## src/rtl/alu_exec_pkg.sv

```systemverilog
// rtl/alu_exec_pkg.sv - shared types and encoding constants for the OP/OP-IMM execute stage
package alu_exec_pkg;

    typedef enum logic [1:0] {
        IDLE = 2'd0,
        READ = 2'd1,
        EXEC = 2'd2,
        WB   = 2'd3
    } state_t;

    localparam logic [6:0] OPCODE_OP     = 7'b0110011;
    localparam logic [6:0] OPCODE_OP_IMM = 7'b0010011;

    localparam logic [6:0] FUNCT7_BASE = 7'b0000000;
    localparam logic [6:0] FUNCT7_ALT  = 7'b0100000;

    localparam logic [2:0] F3_ADD     = 3'b000;
    localparam logic [2:0] F3_SLL     = 3'b001;
    localparam logic [2:0] F3_SLT     = 3'b010;
    localparam logic [2:0] F3_SLTU    = 3'b011;
    localparam logic [2:0] F3_XOR     = 3'b100;
    localparam logic [2:0] F3_SRL_SRA = 3'b101;
    localparam logic [2:0] F3_OR      = 3'b110;
    localparam logic [2:0] F3_AND     = 3'b111;

endpackage

```

## src/rtl/alu_exec_decode.sv

```systemverilog
// rtl/alu_exec_decode.sv - combinational legality check, field extraction and operand-B immediate
module alu_exec_decode
    import alu_exec_pkg::*;
#(
    parameter int XLEN   = 32,
    parameter int IMM_EN = 1
) (
    input  logic [31:0]     instr,
    output logic            legal,
    output logic            is_imm,
    output logic            alt,
    output logic [2:0]      funct3,
    output logic [4:0]      rs1,
    output logic [4:0]      rs2,
    output logic [4:0]      rd,
    output logic [XLEN-1:0] imm
);

    logic [6:0] opcode;
    logic [6:0] funct7;
    logic       is_shift;

    assign opcode   = instr[6:0];
    assign funct7   = instr[31:25];
    assign funct3   = instr[14:12];
    assign rs1      = instr[19:15];
    assign rs2      = instr[24:20];
    assign rd       = instr[11:7];
    assign is_shift = (funct3 == F3_SLL) || (funct3 == F3_SRL_SRA);

    always_comb begin
        legal  = 1'b0;
        is_imm = 1'b0;
        alt    = 1'b0;
        imm    = '0;
        if (opcode == OPCODE_OP) begin
            legal = (funct7 == FUNCT7_BASE) ||
                    ((funct7 == FUNCT7_ALT) && ((funct3 == F3_ADD) || (funct3 == F3_SRL_SRA)));
            alt   = instr[30];
        end else if ((opcode == OPCODE_OP_IMM) && (IMM_EN != 0)) begin
            is_imm = 1'b1;
            if (funct3 == F3_SLL)
                legal = (funct7 == FUNCT7_BASE);
            else if (funct3 == F3_SRL_SRA)
                legal = (funct7 == FUNCT7_BASE) || (funct7 == FUNCT7_ALT);
            else
                legal = 1'b1;
            // ADDI reuses funct3=000 with arbitrary imm bits, so only SRAI may set the modifier
            alt = (funct3 == F3_SRL_SRA) && instr[30];
            // Shifts pass only the shamt so the funct7 bits never reach the ALU
            if (is_shift)
                imm = {{(XLEN-6){1'b0}}, instr[25:20]};
            else
                imm = {{(XLEN-12){instr[31]}}, instr[31:20]};
        end
    end

endmodule

```

## src/rtl/alu_exec_unit.sv

```systemverilog
// rtl/alu_exec_unit.sv - four-state execute stage: accept, register read, external ALU, writeback
module alu_exec_unit
    import alu_exec_pkg::*;
#(
    parameter int XLEN           = 32,
    parameter int REG_SELECT_LEN = 5,
    parameter int IMM_EN         = 1
) (
    input  logic                      clk,
    input  logic                      rst,
    input  logic                      in_valid,
    output logic                      in_ready,
    input  logic [31:0]               instruction,
    output logic [REG_SELECT_LEN-1:0] register_1,
    output logic [REG_SELECT_LEN-1:0] register_2,
    input  logic [XLEN-1:0]           register_data_1,
    input  logic [XLEN-1:0]           register_data_2,
    output logic [XLEN-1:0]           alu_a,
    output logic [XLEN-1:0]           alu_b,
    output logic [2:0]                alu_op,
    output logic                      alu_sig,
    input  logic [XLEN-1:0]           alu_out,
    output logic [REG_SELECT_LEN-1:0] output_register,
    output logic [XLEN-1:0]           output_register_data,
    output logic                      out_valid,
    input  logic                      out_ready,
    output logic                      illegal
);

    state_t            state;
    logic [31:0]       ir;
    logic [XLEN-1:0]   result;
    logic [31:0]       dec_in;
    logic              dec_legal;
    logic              dec_is_imm;
    logic              dec_alt;
    logic [2:0]        dec_funct3;
    logic [4:0]        dec_rs1;
    logic [4:0]        dec_rs2;
    logic [4:0]        dec_rd;
    logic [XLEN-1:0]   dec_imm;

    // One decoder serves both the accept check (live word) and the later stages (latched ir)
    assign dec_in = (state == IDLE) ? instruction : ir;

    alu_exec_decode #(
        .XLEN   (XLEN),
        .IMM_EN (IMM_EN)
    ) u_decode (
        .instr  (dec_in),
        .legal  (dec_legal),
        .is_imm (dec_is_imm),
        .alt    (dec_alt),
        .funct3 (dec_funct3),
        .rs1    (dec_rs1),
        .rs2    (dec_rs2),
        .rd     (dec_rd),
        .imm    (dec_imm)
    );

    assign in_ready = (state == IDLE) && !rst;

    always_ff @(posedge clk or posedge rst) begin
        if (rst) begin
            state   <= IDLE;
            ir      <= '0;
            result  <= '0;
            illegal <= 1'b0;
        end else begin
            illegal <= 1'b0;
            case (state)
                IDLE: begin
                    if (in_valid) begin
                        ir <= instruction;
                        if (dec_legal)
                            state <= READ;
                        else
                            illegal <= 1'b1;
                    end
                end
                READ: state <= EXEC;
                EXEC: begin
                    result <= alu_out;
                    state  <= WB;
                end
                WB: begin
                    if (out_ready)
                        state <= IDLE;
                end
                default: state <= IDLE;
            endcase
        end
    end

    // Every shared bus is held at zero outside the state that owns it
    always_comb begin
        register_1           = '0;
        register_2           = '0;
        alu_a                = '0;
        alu_b                = '0;
        alu_op               = '0;
        alu_sig              = 1'b0;
        output_register      = '0;
        output_register_data = '0;
        out_valid            = 1'b0;
        case (state)
            READ: begin
                register_1 = REG_SELECT_LEN'(dec_rs1);
                register_2 = REG_SELECT_LEN'(dec_rs2);
            end
            EXEC: begin
                alu_a   = register_data_1;
                alu_b   = dec_is_imm ? dec_imm : register_data_2;
                alu_op  = dec_funct3;
                alu_sig = dec_alt;
            end
            WB: begin
                out_valid            = 1'b1;
                output_register      = REG_SELECT_LEN'(dec_rd);
                output_register_data = (dec_rd != 5'd0) ? result : '0;
            end
            default: ;
        endcase
    end

endmodule

```

## config.mk

```make
export PLATFORM = sky130hd
export DESIGN_NAME = alu_exec_unit
export DESIGN_NICKNAME = d
export VERILOG_FILES = /design/src/rtl/alu_exec_pkg.sv /design/src/rtl/alu_exec_decode.sv /design/src/rtl/alu_exec_unit.sv
export SDC_FILE = /design/constraint.sdc
export NUM_CORES = 1
export LEC_CHECK = 0
export CORE_MARGIN = 8
export CORE_UTILIZATION = 40
export CTS_CLUSTER_SIZE = 14
export DETAILED_ROUTE_END_ITERATION = 8
export GPL_TIMING_DRIVEN = 0
export HOLD_SLACK_MARGIN = 0.15
export MAX_ROUTING_LAYER = met4
export PLACE_DENSITY = 0.89
export SKIP_CTS_REPAIR_TIMING = 1
export SYNTH_ARGS = -nofsm -noshare
export SYNTH_HDL_FRONTEND = slang
export SYNTH_HIERARCHICAL = 1
export SYNTH_SLANG_ARGS = --single-unit
```

## constraint.sdc

```tcl
create_clock -name clk -period 4.92 [get_ports clk]
set_input_delay 0.984 -clock clk [delete_from_list [all_inputs] [get_ports clk]]
set_output_delay 0.984 -clock clk [all_outputs]
set_load 0.05 [all_outputs]
```

; After elaboration in Yosys (flattened, before gate mapping)
; Index checks and enable logic that the tools add are counted.
[totals]
ff_bits = 67
in_bits = 132
wordCells = 59
[op_classes]
n_eq_ne = 11
n_mux = 30
reduce_logical = 14
[ops]
columns = operator, n
row1 = 32-bit two-way mux, 9
row2 = 5-bit two-way mux, 3
row3 = "7-bit by 6-bit == test with 1-bit output, second input constant", 2
row4 = 1-bit two-way mux, 13
row5 = 2-bit one-hot mux with 4 select lines, 1
row6 = "7-bit by 5-bit == test with 1-bit output, second input constant", 1
row7 = 7-bit logical NOT, 1
row8 = 2-bit two-way mux, 3
row9 = "2-bit != test, second input constant", 3
row10 = 5-bit nonzero test, 1
row11 = "2-bit == test, second input constant", 2
row12 = 1-bit logical OR, 4
row13 = "3-bit by 1-bit == test with 1-bit output, second input constant", 1
row14 = "3-bit == test, second input constant", 1
row15 = 1-bit logical AND, 3
row16 = 3-bit logical NOT, 1
row17 = 3-bit two-way mux, 1
row18 = 3-bit AND reduction, 1
row19 = "2-bit by 1-bit == test with 1-bit output, second input constant", 1
row20 = 2-bit logical NOT, 1
row21 = 2-bit AND reduction, 1
row22 = 1-bit logical NOT, 1

; Longest topological paths before layout
[logic_depth]
word_depth = 11
mapped_depth = 11

; Hierarchy
; Netlist, hierarchy kept.
[modules_own_cells]
columns = mod, n_inst, cells_per_inst, area_per_inst_um2, seq_area_each_um2
row1 = alu_exec_unit, 1, 357, 4206.5, 1676.6
row2 = alu_exec_decode, 1, 64, 494.2, 0.0

; Worst setup path before layout
; No wires, ideal clock.
[synth_path]
kind = register -> output
start = register state[0]
end = output alu_b[12]
t_arrival_ns = 3.569
slack_ns = 0.367
path_stages_with_launch = 12
n_path_buf = 3
path_cell_list = dfrtp_1 inv_1 ha_1 buf_4 buf_4 mux2_2 or4b_4 a2111oi_4 and2_1 buf_4 mux2i_1 nor2b_1
[synth_via]
word_cells_on_any_way = 15
classes_between = eq/ne: 5 / mux: 8 / reduce/logical: 2
[synth_lines]
columns = item, line_no
row1 = start: declaration, alu_exec_unit.sv:30  ; state_t state;
row2 = start signal: assignment, alu_exec_unit.sv:65  ; state <= IDLE;
row3 = start signal: assignment, alu_exec_unit.sv:76  ; state <= READ;
row4 = start signal: assignment, alu_exec_unit.sv:81  ; READ: state <= EXEC;
row5 = 2-bit logical NOT (*), alu_exec_unit.sv:44  ; assign dec_in = (state == IDLE) ? instruction : ir;
row6 = 32-bit two-way mux (*), alu_exec_unit.sv:44
row7 = via dec_in[3], alu_exec_unit.sv:33  ; logic [31:0] dec_in;
row8 = 7-bit by 5-bit == test with 1-bit output, alu_exec_decode.sv:40  ; end else if ((opcode == OPCODE_OP_IMM) && (IMM_EN != 0)) begin
row9 = 32-bit two-way mux, alu_exec_decode.sv:40
row10 = 32-bit two-way mux (*), alu_exec_decode.sv:36  ; if (opcode == OPCODE_OP) begin
row11 = via dec_imm[12], alu_exec_unit.sv:41  ; logic [XLEN-1:0] dec_imm;
row12 = 32-bit two-way mux (*), alu_exec_unit.sv:113  ; alu_b = dec_is_imm ? dec_imm : register_data_2;
row13 = 32-bit two-way mux (*), alu_exec_unit.sv:106  ; case (state)
row14 = end: declaration, alu_exec_unit.sv:19  ; output logic [XLEN-1:0] alu_b,
; Mark *: on every way through the listed nets, which the timed path passes. The rest lies on a longest branch.

; Worst setup path after layout
[layout_path]
start = register state[0]
end = output alu_b[31]
; Same word-level chain as after synthesis.

==> key figures <==
Clock tree
  • Clock sinks: 67
  • Root buf cell: clkbuf_16
  • Max H-tree Level: 3
  • Clk buf depth: 2
  • Reg clk slew, reported paths: 0.06 ns
  • TritonCTS clock tree: yes
  • Total CTS buffers: 9
  • Clk Latency, worst-skew pair: 0.33 ns

Synthesis
  • Syn nets: 557
  • Synth area leaders: dfrtp_1 36%, mux2_2 16%, mux2_4 9.3%
  • Post-synthesis sequential area ratio: 0.357
  • Synth Warn #: 6
  • Unique cell type count in the Yosys netlist: 29
  • Avg Inst Size Synth: 11.2 um^2
  • Post-Synthesis Cells: 421
  • Synth Cell Area: 4700 um^2
  • Register bit total from synthesis: 67
  • Post-synth top area cell: dfrtp_1
  • Share of the synthesized area in the top cell type: 0.357

Hold path
  • Worst hold path type: register to register

Pwr
  • Leak pwr: 3.55 nW
  • Sw Pwr: 2.38 mW
  • Internal power: 2.87 mW
  • P per Cell Area: 682 nW/um^2
  • Maximum vdd drop: 441 uV
  • Clock power frac: 0.143
  • Switching part of the total power: 0.454
  • Seq pwr share: 0.189
  • Comb power frac: 0.669

Floorplan
  • Site Rows: 39
  • Core area: 11,500 um^2
  • Vert. Die Dim: 124 um
  • Die ar.: 15,500 um^2
  • Initial Util: 0.410
  • Chip Width: 124 um
  • # IOs: 250

Global route
  • Gr ovfl total: 0
  • Total track usage: 0.203
  • First-pass GRT wire length: 24,700 um
  • Initial antenna violation count: 0
  • Pin count of the biggest net entering global routing: 37
  • Vias in the first global route: 4,557

STA
  • Worst-margin pin slew: 0.714 ns
  • Final setup viols: 0
  • Period minus WS final: 4.75 ns
  • TNS Setup: 0 ns
  • Slew headroom: 0.523
  • Max-slew violations: 0
  • Hold Vio Cnt, Final: 0
  • FMAX: 211 MHz
  • Period utilization: 0.965
  • PnR worst setup slack: 0.174 ns
  • Clock Skew: 0.00535 ns

Cells and area
  • Fin cells: 832
  • Share of cells above drive strength 1: 0.283
  • N_diodes: 0
  • Fin nets: 820
  • Commonest non-fill, non-tap cell in the layout: clkdlybuf4s50_1
  • Most frequent cells in the layout: 217 x clkdlybuf4s50_1, 68 x mux2_2, 67 x dfrtp_1, 62 x and2_1, 49 x buf_4
  • Area growth, synth to finish: 63.6%
  • Post-layout util: 0.671

Worst setup path
  • WP data arrival: 3.76 ns
  • Crit end category: output pin
  • Setup Crit Path Kind: register to output pin
  • Worst EP required: 3.94 ns
  • Worst Setup Start Kind: register
  • R2R Setup Slk: 1.68 ns
  • CP max FO: 21

Routing
  • Wire per inst: 18.9 um
  • Vias per std cell: 4.84
  • Remaining DRCs: 0
  • Initial DRC count: 218
  • Via total after detailed routing: 4,023
  • DR pass1 iterations: 4
  • Routed wire length: 15,700 um
  • Antenna Violating Nets Remaining: 0

Placed design
  • Detailed Place HPWL: 12,800 um
  • Gpl congestion: 0.813
  • Place WS: -0.714 ns
  • IO Port Bufs: 249
  • Inst Count DP: 814

Run
  • Max Cap Viol: 0

Status
  • Run status: completed
[cell families after synthesis]
| logic type | Yosys count | synth area share |
|---|---|---|
| buffers and inverters | 71 | 0.0998 |
| muxes | 129 | 0.324 |
| DFF | 67 | 0.357 |
| and+or+nand+nor | 145 | 0.196 |
| AOI/OAI and AO/OA | 5 | 0.0130 |
| adders and majority gates | 4 | 0.0106 |
[layout make-up]
| class | count | area [um^2] |
|---|---|---|
| fillers | 865 | 3780 |
| multi-input cells | 283 | 2560 |
| repair buffers | 252 | 2460 |
| flip-flops and latches | 67 | 1680 |
| plain buffers | 67 | 454 |
| clock buffers | 10 | 239 |
| well taps | 143 | 179 |
| clock inverters | 6 | 113 |
| inverters | 4 | 15.0 |
[metrics by stage]
stage	area (um^2)	power (mW)	hold slack (ns)
after floorplan	4700	3.50	0.472
after global placement	7370	4.47	0.481
after detailed placement	7390	4.57	0.491
after CTS	7740	5.34	0.504
after global routing	7690	5.51	0.517
final	7690	5.25	0.499
[final timing paths]
| check | startpoint | cells after the start | end |
|---|---|---|---|
| min in group asynchronous | rst | 2 | ir[24] |
| worst min-delay path | result[26] | 1 | result[26] |
| worst max register to register | state[0] | 12 | state[1] |
| max in group asynchronous | rst | 3 | result[25] |
| worst max-delay path | state[0] | 13 | alu_b[31] |
| worst min register to register | result[26] | 1 | result[26] |
[flip-flops by register name, summed over array words and instances (netlist names)]
| register | cells |
|---|---|
| ir | 32 |
| result | 32 |
| state | 2 |
| illegal | 1 |
[cells in the mapped netlist]
library cell,n
ha_1,4
and3_1,32
and2_1,63
o211a_1,1
nand2_4,1
inv_1,4
a21oi_1,1
or4b_4,1
nand4b_1,1
nor2_1,3
dfrtp_1,67
and3b_1,1
nor3_4,1
buf_2,3
clkbuf_1,14
buf_4,47
mux2i_1,32
a31o_1,1
nand2_1,3
nor3_1,2
buf_6,3
nand2b_1,1
o32a_1,1
or4_1,1
nor2b_1,34
a2111oi_4,1
mux2_4,29
mux2_2,68
or4b_1,1
[power by group through the flow]
stage / Combinational [mW] / Sequential (mW) / Clock, mW
2_1_floorplan: 2.55 / 0.946 / 0
4_1_cts: 3.59 / 0.989 / 0.761
3_3_place_gp: 3.51 / 0.965 / 0
5_1_grt: 3.70 / 1.02 / 0.784
3_5_place_dp: 3.58 / 0.989 / 0
6_report: 3.51 / 0.989 / 0.749
[critical path, cell delays in order, from the launching register on]
cell            delay [ns]
dfrtp_1               0.41
inv_1                 0.09
ha_1                  0.15
buf_4                 0.18
buf_4                 0.21
mux2_2                0.35
or4b_4                0.59
a2111oi_4             0.21
buf_4                 0.20
and2_4                0.29
buf_4                 0.15
mux2i_1               0.05
nor2b_1               0.11
dlymetal6s2s_1        0.44
[routing by layer]
metal	wire length (um)	share of wire	track usage	up-vias
met5	0	0	-	-
met4	157	0.010	0.0404	0
met3	1250	0.079	0.0787	14
met2	8010	0.51	0.347	166
met1	6290	0.40	0.220	1924
li1	-	-	-	1919
No activity file was read; power rests on OpenSTA's default activity.
